### src/rtl/key_led_ctrl.sv
// Four-key / four-LED controller: synchronises and debounces active-low keys,
// turns accepted presses into mode/pause/clear events and drives timed LED patterns.
module key_led_ctrl #(
    parameter int DB_CNT   = 1000000,
    parameter int STEP_CNT = 12500000
) (
    input  logic       clk,
    input  logic       rst,
    input  logic [3:0] key,
    output logic [3:0] led,
    output logic [1:0] mode,
    output logic       paused,
    output logic [3:0] key_evt
);

    localparam int DB_W   = $clog2(DB_CNT);
    localparam int STEP_W = $clog2(STEP_CNT);
    localparam logic [DB_W-1:0]   DB_LAST   = DB_W'(DB_CNT - 1);
    localparam logic [STEP_W-1:0] STEP_LAST = STEP_W'(STEP_CNT - 1);

    typedef enum logic [1:0] {
        MODE_BAR   = 2'd0,
        MODE_RUN   = 2'd1,
        MODE_BLINK = 2'd2,
        MODE_ECHO  = 2'd3
    } mode_e;

    // ------------------------------------------------------------------
    // Synchroniser and debounce
    // ------------------------------------------------------------------
    logic [3:0]      sync1_q, sync2_q;
    logic [3:0]      stable_q, stable_d;
    logic [3:0]      stable_dly_q;
    logic [DB_W-1:0] db_cnt_q [4];
    logic [DB_W-1:0] db_cnt_d [4];
    logic [3:0]      key_evt_q, key_evt_d;

    always_ff @(posedge clk or posedge rst) begin
        if (rst) begin
            sync1_q <= 4'b1111;
            sync2_q <= 4'b1111;
        end else begin
            sync1_q <= key;
            sync2_q <= sync1_q;
        end
    end

    // Any sample matching the accepted level restarts the count, so bounce
    // never accumulates towards acceptance.
    always_comb begin
        stable_d = stable_q;
        for (int i = 0; i < 4; i++) begin
            db_cnt_d[i] = '0;
            if (sync2_q[i] != stable_q[i]) begin
                if (db_cnt_q[i] == DB_LAST) begin
                    stable_d[i] = sync2_q[i];
                end else begin
                    db_cnt_d[i] = db_cnt_q[i] + DB_W'(1);
                end
            end
        end
    end

    // Press = accepted 1->0 transition; detected one cycle after acceptance.
    assign key_evt_d = stable_dly_q & ~stable_q;

    always_ff @(posedge clk or posedge rst) begin
        if (rst) begin
            stable_q     <= 4'b1111;
            stable_dly_q <= 4'b1111;
            db_cnt_q     <= '{default: '0};
            key_evt_q    <= 4'b0000;
        end else begin
            stable_q     <= stable_d;
            stable_dly_q <= stable_q;
            db_cnt_q     <= db_cnt_d;
            key_evt_q    <= key_evt_d;
        end
    end

    // ------------------------------------------------------------------
    // Mode / pause state machine
    // ------------------------------------------------------------------
    mode_e mode_q, mode_d;
    logic  paused_q, paused_d;
    logic  clear;

    always_ff @(posedge clk or posedge rst) begin
        if (rst) begin
            mode_q   <= MODE_BAR;
            paused_q <= 1'b0;
        end else begin
            mode_q   <= mode_d;
            paused_q <= paused_d;
        end
    end

    always_comb begin
        mode_d   = mode_q;
        paused_d = paused_q ^ key_evt_q[2];
        case (key_evt_q[1:0])
            2'b01:   mode_d = mode_e'(mode_q + 2'd1);
            2'b10:   mode_d = mode_e'(mode_q - 2'd1);
            default: mode_d = mode_q;
        endcase
        clear = key_evt_q[3] || (mode_d != mode_q);
    end

    // ------------------------------------------------------------------
    // Step tick and pattern state
    // ------------------------------------------------------------------
    logic [STEP_W-1:0] tick_cnt_q, tick_cnt_d;
    logic              tick;
    logic [2:0]        level_q, level_d;
    logic [1:0]        pos_q, pos_d;
    logic              blink_q, blink_d;

    assign tick = !paused_q && (tick_cnt_q == STEP_LAST);

    // A clear in the same cycle as a tick discards the tick.
    always_comb begin
        tick_cnt_d = tick_cnt_q;
        level_d    = level_q;
        pos_d      = pos_q;
        blink_d    = blink_q;
        if (clear) begin
            tick_cnt_d = '0;
            level_d    = 3'd0;
            pos_d      = 2'd0;
            blink_d    = 1'b0;
        end else if (!paused_q) begin
            tick_cnt_d = tick ? '0 : tick_cnt_q + STEP_W'(1);
            if (tick) begin
                case (mode_q)
                    MODE_BAR:   level_d = (level_q == 3'd4) ? 3'd0 : level_q + 3'd1;
                    MODE_RUN:   pos_d   = pos_q + 2'd1;
                    MODE_BLINK: blink_d = ~blink_q;
                    default:    level_d = level_q;
                endcase
            end
        end
    end

    always_ff @(posedge clk or posedge rst) begin
        if (rst) begin
            tick_cnt_q <= '0;
            level_q    <= 3'd0;
            pos_q      <= 2'd0;
            blink_q    <= 1'b0;
        end else begin
            tick_cnt_q <= tick_cnt_d;
            level_q    <= level_d;
            pos_q      <= pos_d;
            blink_q    <= blink_d;
        end
    end

    // ------------------------------------------------------------------
    // LED map (active-low, registered)
    // ------------------------------------------------------------------
    logic [3:0] led_q, led_d;

    always_comb begin
        led_d = 4'b1111;
        case (mode_q)
            MODE_BAR: begin
                case (level_q)
                    3'd0:    led_d = 4'b1111;
                    3'd1:    led_d = 4'b1110;
                    3'd2:    led_d = 4'b1100;
                    3'd3:    led_d = 4'b1000;
                    default: led_d = 4'b0000;
                endcase
            end
            MODE_RUN:   led_d = ~(4'b0001 << pos_q);
            MODE_BLINK: led_d = blink_q ? 4'b0000 : 4'b1111;
            default:    led_d = stable_q;
        endcase
    end

    always_ff @(posedge clk or posedge rst) begin
        if (rst) begin
            led_q <= 4'b1111;
        end else begin
            led_q <= led_d;
        end
    end

    assign led     = led_q;
    assign mode    = mode_q;
    assign paused  = paused_q;
    assign key_evt = key_evt_q;

endmodule

### config.mk
export PLATFORM = sky130hd
export DESIGN_NAME = key_led_ctrl
export DESIGN_NICKNAME = d
export VERILOG_FILES = /design/src/rtl/key_led_ctrl.sv
export SDC_FILE = /design/constraint.sdc
export NUM_CORES = 1
export LEC_CHECK = 0
export ABC_AREA = 1
export CAP_MARGIN = 20
export CORE_UTILIZATION = 55
export CTS_CLUSTER_DIAMETER = 30
export DETAILED_ROUTE_END_ITERATION = 12
export PLACE_DENSITY = 0.75
export SLEW_MARGIN = 20
export SYNTH_ARGS = -nofsm -noshare
export SYNTH_HDL_FRONTEND = slang
export SYNTH_SLANG_ARGS = --single-unit
### constraint.sdc
create_clock -name clk -period 4.5 [get_ports clk]
set_clock_uncertainty 0.2 [all_clocks]
set_input_delay 0.9 -clock clk [delete_from_list [all_inputs] [get_ports clk]]
set_output_delay 0.9 -clock clk [all_outputs]
set_load 0.1 [all_outputs]
* Word-level counts from Yosys, hierarchy flattened *
Index checks and enable logic that the tools add are counted.

word-level totals
  register bits after elaboration = 137
  latch bits = 0
  RAM bits = 0
  bits in read-only memories = 0
  input port bits = 6
  word-level logic and storage cells = 97
  memories kept = 0

cells by class
  add/subtract/negate cells = 9
  multipliers = 0
  divide/modulo/power cells = 0
  magnitude comparators = 0
  equal/unequal tests = 19
  shifts and indexed selects = 1
  mux-type cells = 28
  bitwise operators = 5
  reduce and logical (&&, ||, !) cells = 16

operators by type and width
  operator                 count
  $mux W20                 8
  $add A20 B1 Y20 const B  4
  $eq A20 B20 Y1 const B   4
  $mux W24                 3
  $add A24 B1 Y24 const B  1
  $eq A24 B24 Y1 const B   1
  $pmux W4 S4              1
  $mux W3                  5
  $pmux W4 S3              1
  $reduce_and A3 Y1        3
  $mux W2                  4
  $not A4 Y4               2
  $reduce_and A2 Y1        4
  $reduce_bool A2 Y1       4
  $eq A3 B2 Y1 const B     2
  $add A2 B1 Y2 const B    2
  $and A4 B4 Y4            1
  $eq A2 B1 Y1 const B     2
  $eq A2 B2 Y1 const B     2
  $mux W1                  4
  $mux W4                  1
  $ne A1 B1 Y1             4
  $pmux W2 S2              1
  $shl A1 B2 Y4 const A    1
  other kinds (13)         13

* Logic depth before layout (Yosys ltp) *
  depth after elaboration = 6
  mapped depth = 12
  mapped depth without buffers = 11

* Least setup slack after synthesis *
OpenSTA, ideal clock, no wires.

  path type = flip-flop to flip-flop
  start point = register mode_q[0] (netlist: mode[0])
  end point = register tick_cnt_q[19]
  arrival = 2.334 ns
  required time = 4.181 ns
  setup slack = 1.847 ns
  stages on the path, launching flop included = 12
  period minus slack after synthesis = 2.653 ns
  cell sequence = dfrtp_1 -> inv_1 -> ha_1 -> nand2_1 -> nand4_2 -> nand3_2 -> inv_2 -> nand2_4 -> inv_4 -> buf_6 -> nand2_2 -> nor2_2

on the way
  cells in the longest elaborated chain, start to end = 5
  elaborated cells on any way between the ends = 7
  classes of those cells = add/sub: 2; eq/ne: 2; mux: 2; reduce/logical: 1

RTL lines
  what                                                       RTL line  text
  start: declaration                                         84        mode_e mode_q, mode_d;
  start signal: assignment                                   93        mode_q <= mode_d;
  $sub A2 B1 Y2 or $add A2 B1 Y2 (tied branches)             103, 102
  $pmux W2 S2                                                101       case (key_evt_q[1:0])
  $ne A2 B2 Y1 (*)                                           106       clear = key_evt_q[3] || (mode_d != mode_q);
  $logic_or A1 B1 Y1 (*)                                     106
  $ne A2 B1 Y1 (no source line) or $mux W24 (tied branches)  n/a
  end signal: assignment                                     151       tick_cnt_q <= tick_cnt_d;
  end: declaration                                           112       logic [STEP_W-1:0] tick_cnt_q, tick_cnt_d;

Mark *: on every way between the ends. The rest lies on a longest branch, timed or not.
A chain may end at the register's enable or synchronous reset.

* Worst setup path in the final report *
  start point = register paused_q (netlist: paused)
  end point = output paused

RTL lines
  what                      RTL line  text
  start: declaration        85        logic paused_q, paused_d;
  start signal: assignment  94        paused_q <= paused_d;
  end: declaration          12        output logic paused,

No word-level cell between the ends.

==> reports/summary.txt <==
yosys warns = 0
Worst Setup Slack post-DPL = 1.66 ns
Max stage delay on crit path = 1.21 ns
clk slew on worst S/H paths = 0.06 ns
buffer depth of the longest clock path = 2
Final GP Congestion = 0.902
fmax = 0.303 GHz
largest net degree at the start of global routing = 60
Port Buf Inserts = 16
worst skew pair latency = 0.43 ns
sequential power share = 46.5%
diodes inserted = 0
Post-Syn Nets = 980
Pint = 2.05 mW
Arr. time, crit path = 2.20 ns
HPWL after DPL = 10.9 mm
max cap viols = 0
DIE WIDTH = 120 um
cts bufs inserted = 17
num rows = 42
Nets = 1,012
initial antenna violation count = 0
Die Footprint = 14,400 sq um
Layout Utilization = 64.2%
Post-Syn Area per Cell = 8.03 sq um
flops & latches, synth = 137
WL/cell = 13.2 um
Post-synth ARST share = 100%
CTS root buffer = clkbuf_16
RSZ-0062 raised after global routing = false
Seq/Total Area, Yosys = 45.1%
relative slew slack = 34.5%
drt via density = 5.27
final number of max-transition violations = 0
final hold vios = 0
Req. time, crit path = 3.40 ns
Unique masters post-synth = 46
Crit Path Class = reg2out
number of synthesized flops with an enable pin = 0
DRT Wirelength = 15.5 mm
Crit. End Element = primary output
post-CTS setup buffers = 0
CP cell instances = clkdlybuf4s50_1
crit path max-delay cell type = clkdlybuf4s50_1
synth-to-layout area growth = 12.5%
CP Buf/Inv Count = 1
Core Area = 13,400 sq um
top cell type's share of synthesized area = 38.2%
outcome = finished, final reports clean
vias = 6,195
PwrDens = 314 nW/um^2
cell accounting for the most synthesized area = dfrtp_1
final worst-path cycle share = 73.2%
Mapped Area = 7660 sq um
final setup violation count = 0
switching part of the total = 24.3%
most frequent cells in the layout = 172 x nor2_1, 169 x nand2_1, 123 x inv_1, 117 x dfrtp_1, 54 x nand3_1
CTS resizes = 0
Post-Syn Instances = 954
CP Launch Type = flop
layout cell share with drive strength beyond 1 = 13.7%
H-tree levels = 4
vias in the first global route = 6,002
Final WS setup = 1.20 ns
remaining routing DRC violations = 0
cts hold-fix bufs = 0
Finished Cell Area = 8610 sq um
leading register cell type out of synthesis = dfrtp_1
Leakage = 3.73 nW
top cells by area, synth = dfrtp_1 38%, nor2_1 8.4%, nand2_1 8.3%
grt ovf = 0
crit-path max FO = 6
most common cell after layout, fill and taps aside = nor2_1
ANT nets after route = 0
Iter 0 DRT Violations = 504
CTS tree = done
# fillers = 1,126
Psw = 0.656 mW
combinational group share of total power = 2.5%
GR Util All Layers = 23.8%
placed cell areas = 8030 sq um
global-route wire length before repair = 27.2 mm
clock sinks = 137
Tightest Pin Transition = 0.980 ns
io pins = 17
final hold slack = 0.159 ns
share of power burned in the clock network = 51.0%
Die Y = 120 um
setup tns final = 0 ns
Initial Utilization = 57.1%
Tightest Hold Check Type = reg2reg
CP delay by family, top = buffers and inverters
First-pass DRT Iterations = 5
Peak VDD IR = 0.297 mV
post-route minimum period = 3.30 ns
[power by group through the flow]
stage | registers [mW] | logic (mW) | clock network, mW
2_1_floorplan | 1.28 | 0.0484 | 0
3_3_place_gp | 1.28 | 0.0685 | 0
3_5_place_dp | 1.28 | 0.0697 | 0
4_1_cts | 1.26 | 0.0705 | 1.40
5_1_grt | 1.26 | 0.0812 | 1.45
6_report | 1.26 | 0.0678 | 1.38
[state kept, by name, summed over array words and instances (netlist names)]
register / flops
mode: 2
pos_q: 2
sync2_q: 4
db_cnt_q: 80
sync1_q: 4
led: 4
stable_q: 4
key_evt: 4
level_q: 3
tick_cnt_q: 24
blink_q: 1
stable_dly_q: 4
paused: 1
[metal layers]
metal / up-vias / part of all wire (%) / wire [um] / global-route usage [%]
met5: - / 0 / 0 / 0
met4: 0 / 1.9 / 300 / 8.83
met3: 37 / 3.7 / 574 / 5.32
met2: 130 / 47 / 7320 / 38.3
met1: 2887 / 47 / 7320 / 31.4
li1: 3141 / - / - / -
[final cells by class]
cell class | instances | area (sq um) | share of cell area (%)
clock buffer | 17 | 425 | 4.94
clock inverter | 15 | 159 | 1.85
inverter | 137 | 524 | 6.09
multi-input combinational | 674 | 3630 | 42.2
sequential | 137 | 3450 | 40.1
tap | 176 | 220 | 2.56
timing repair buffer | 19 | 195 | 2.27
[final timing paths]
path | end | slack, ns | start | depth (start not counted)
worst max-delay path | paused | 1.20 | paused$_DFF_PP0_ | 1
worst max register to register | tick_cnt_q[10]$_DFFE_PP0P_ | 2.25 | mode[0]$_DFF_PP0_ | 11
worst min register to register | sync2_q[0]$_DFF_PP1_ | 0.16 | sync1_q[0]$_DFF_PP1_ | 0
max in group asynchronous | stable_q[3]$_DFFE_PP1P_ | 2.57 | rst | 3
min in group asynchronous | db_cnt_q[68]$_DFF_PP0_ | 0.67 | rst | 2
worst min-delay path | sync2_q[0]$_DFF_PP1_ | 0.16 | sync1_q[0]$_DFF_PP1_ | 0
[cells by family after synthesis]
| family | count (synthesis) | share of synthesized area [%] |
|---|---|---|
| buffers and inverters | 143 | 7.45 |
| flip-flops | 137 | 45.1 |
| AND/OR/NAND/NOR | 545 | 34.6 |
| XOR/XNOR | 39 | 4.46 |
| AO/OA/AOI/OAI | 70 | 5.10 |
| adder cells (fa/ha/maj) | 20 | 3.27 |
[cells in the mapped netlist (all sizes together) (10+ instances only)]
library cell	number
nand2	182
nor3	43
xor2	31
nor2	196
a31oi	10
nand3	70
dfrtp	117
dfstp	20
ha	20
nand4	43
inv	135
a21oi	24
o21ai	27
[through the flow]
step	cells	total power [mW]
CTS	1175	2.72
finish	1175	2.70
floorplan	954	1.33
global route	1175	2.79
detailed placement	1143	1.35
global placement	1143	1.35
(Power assumes the default switching activity.)
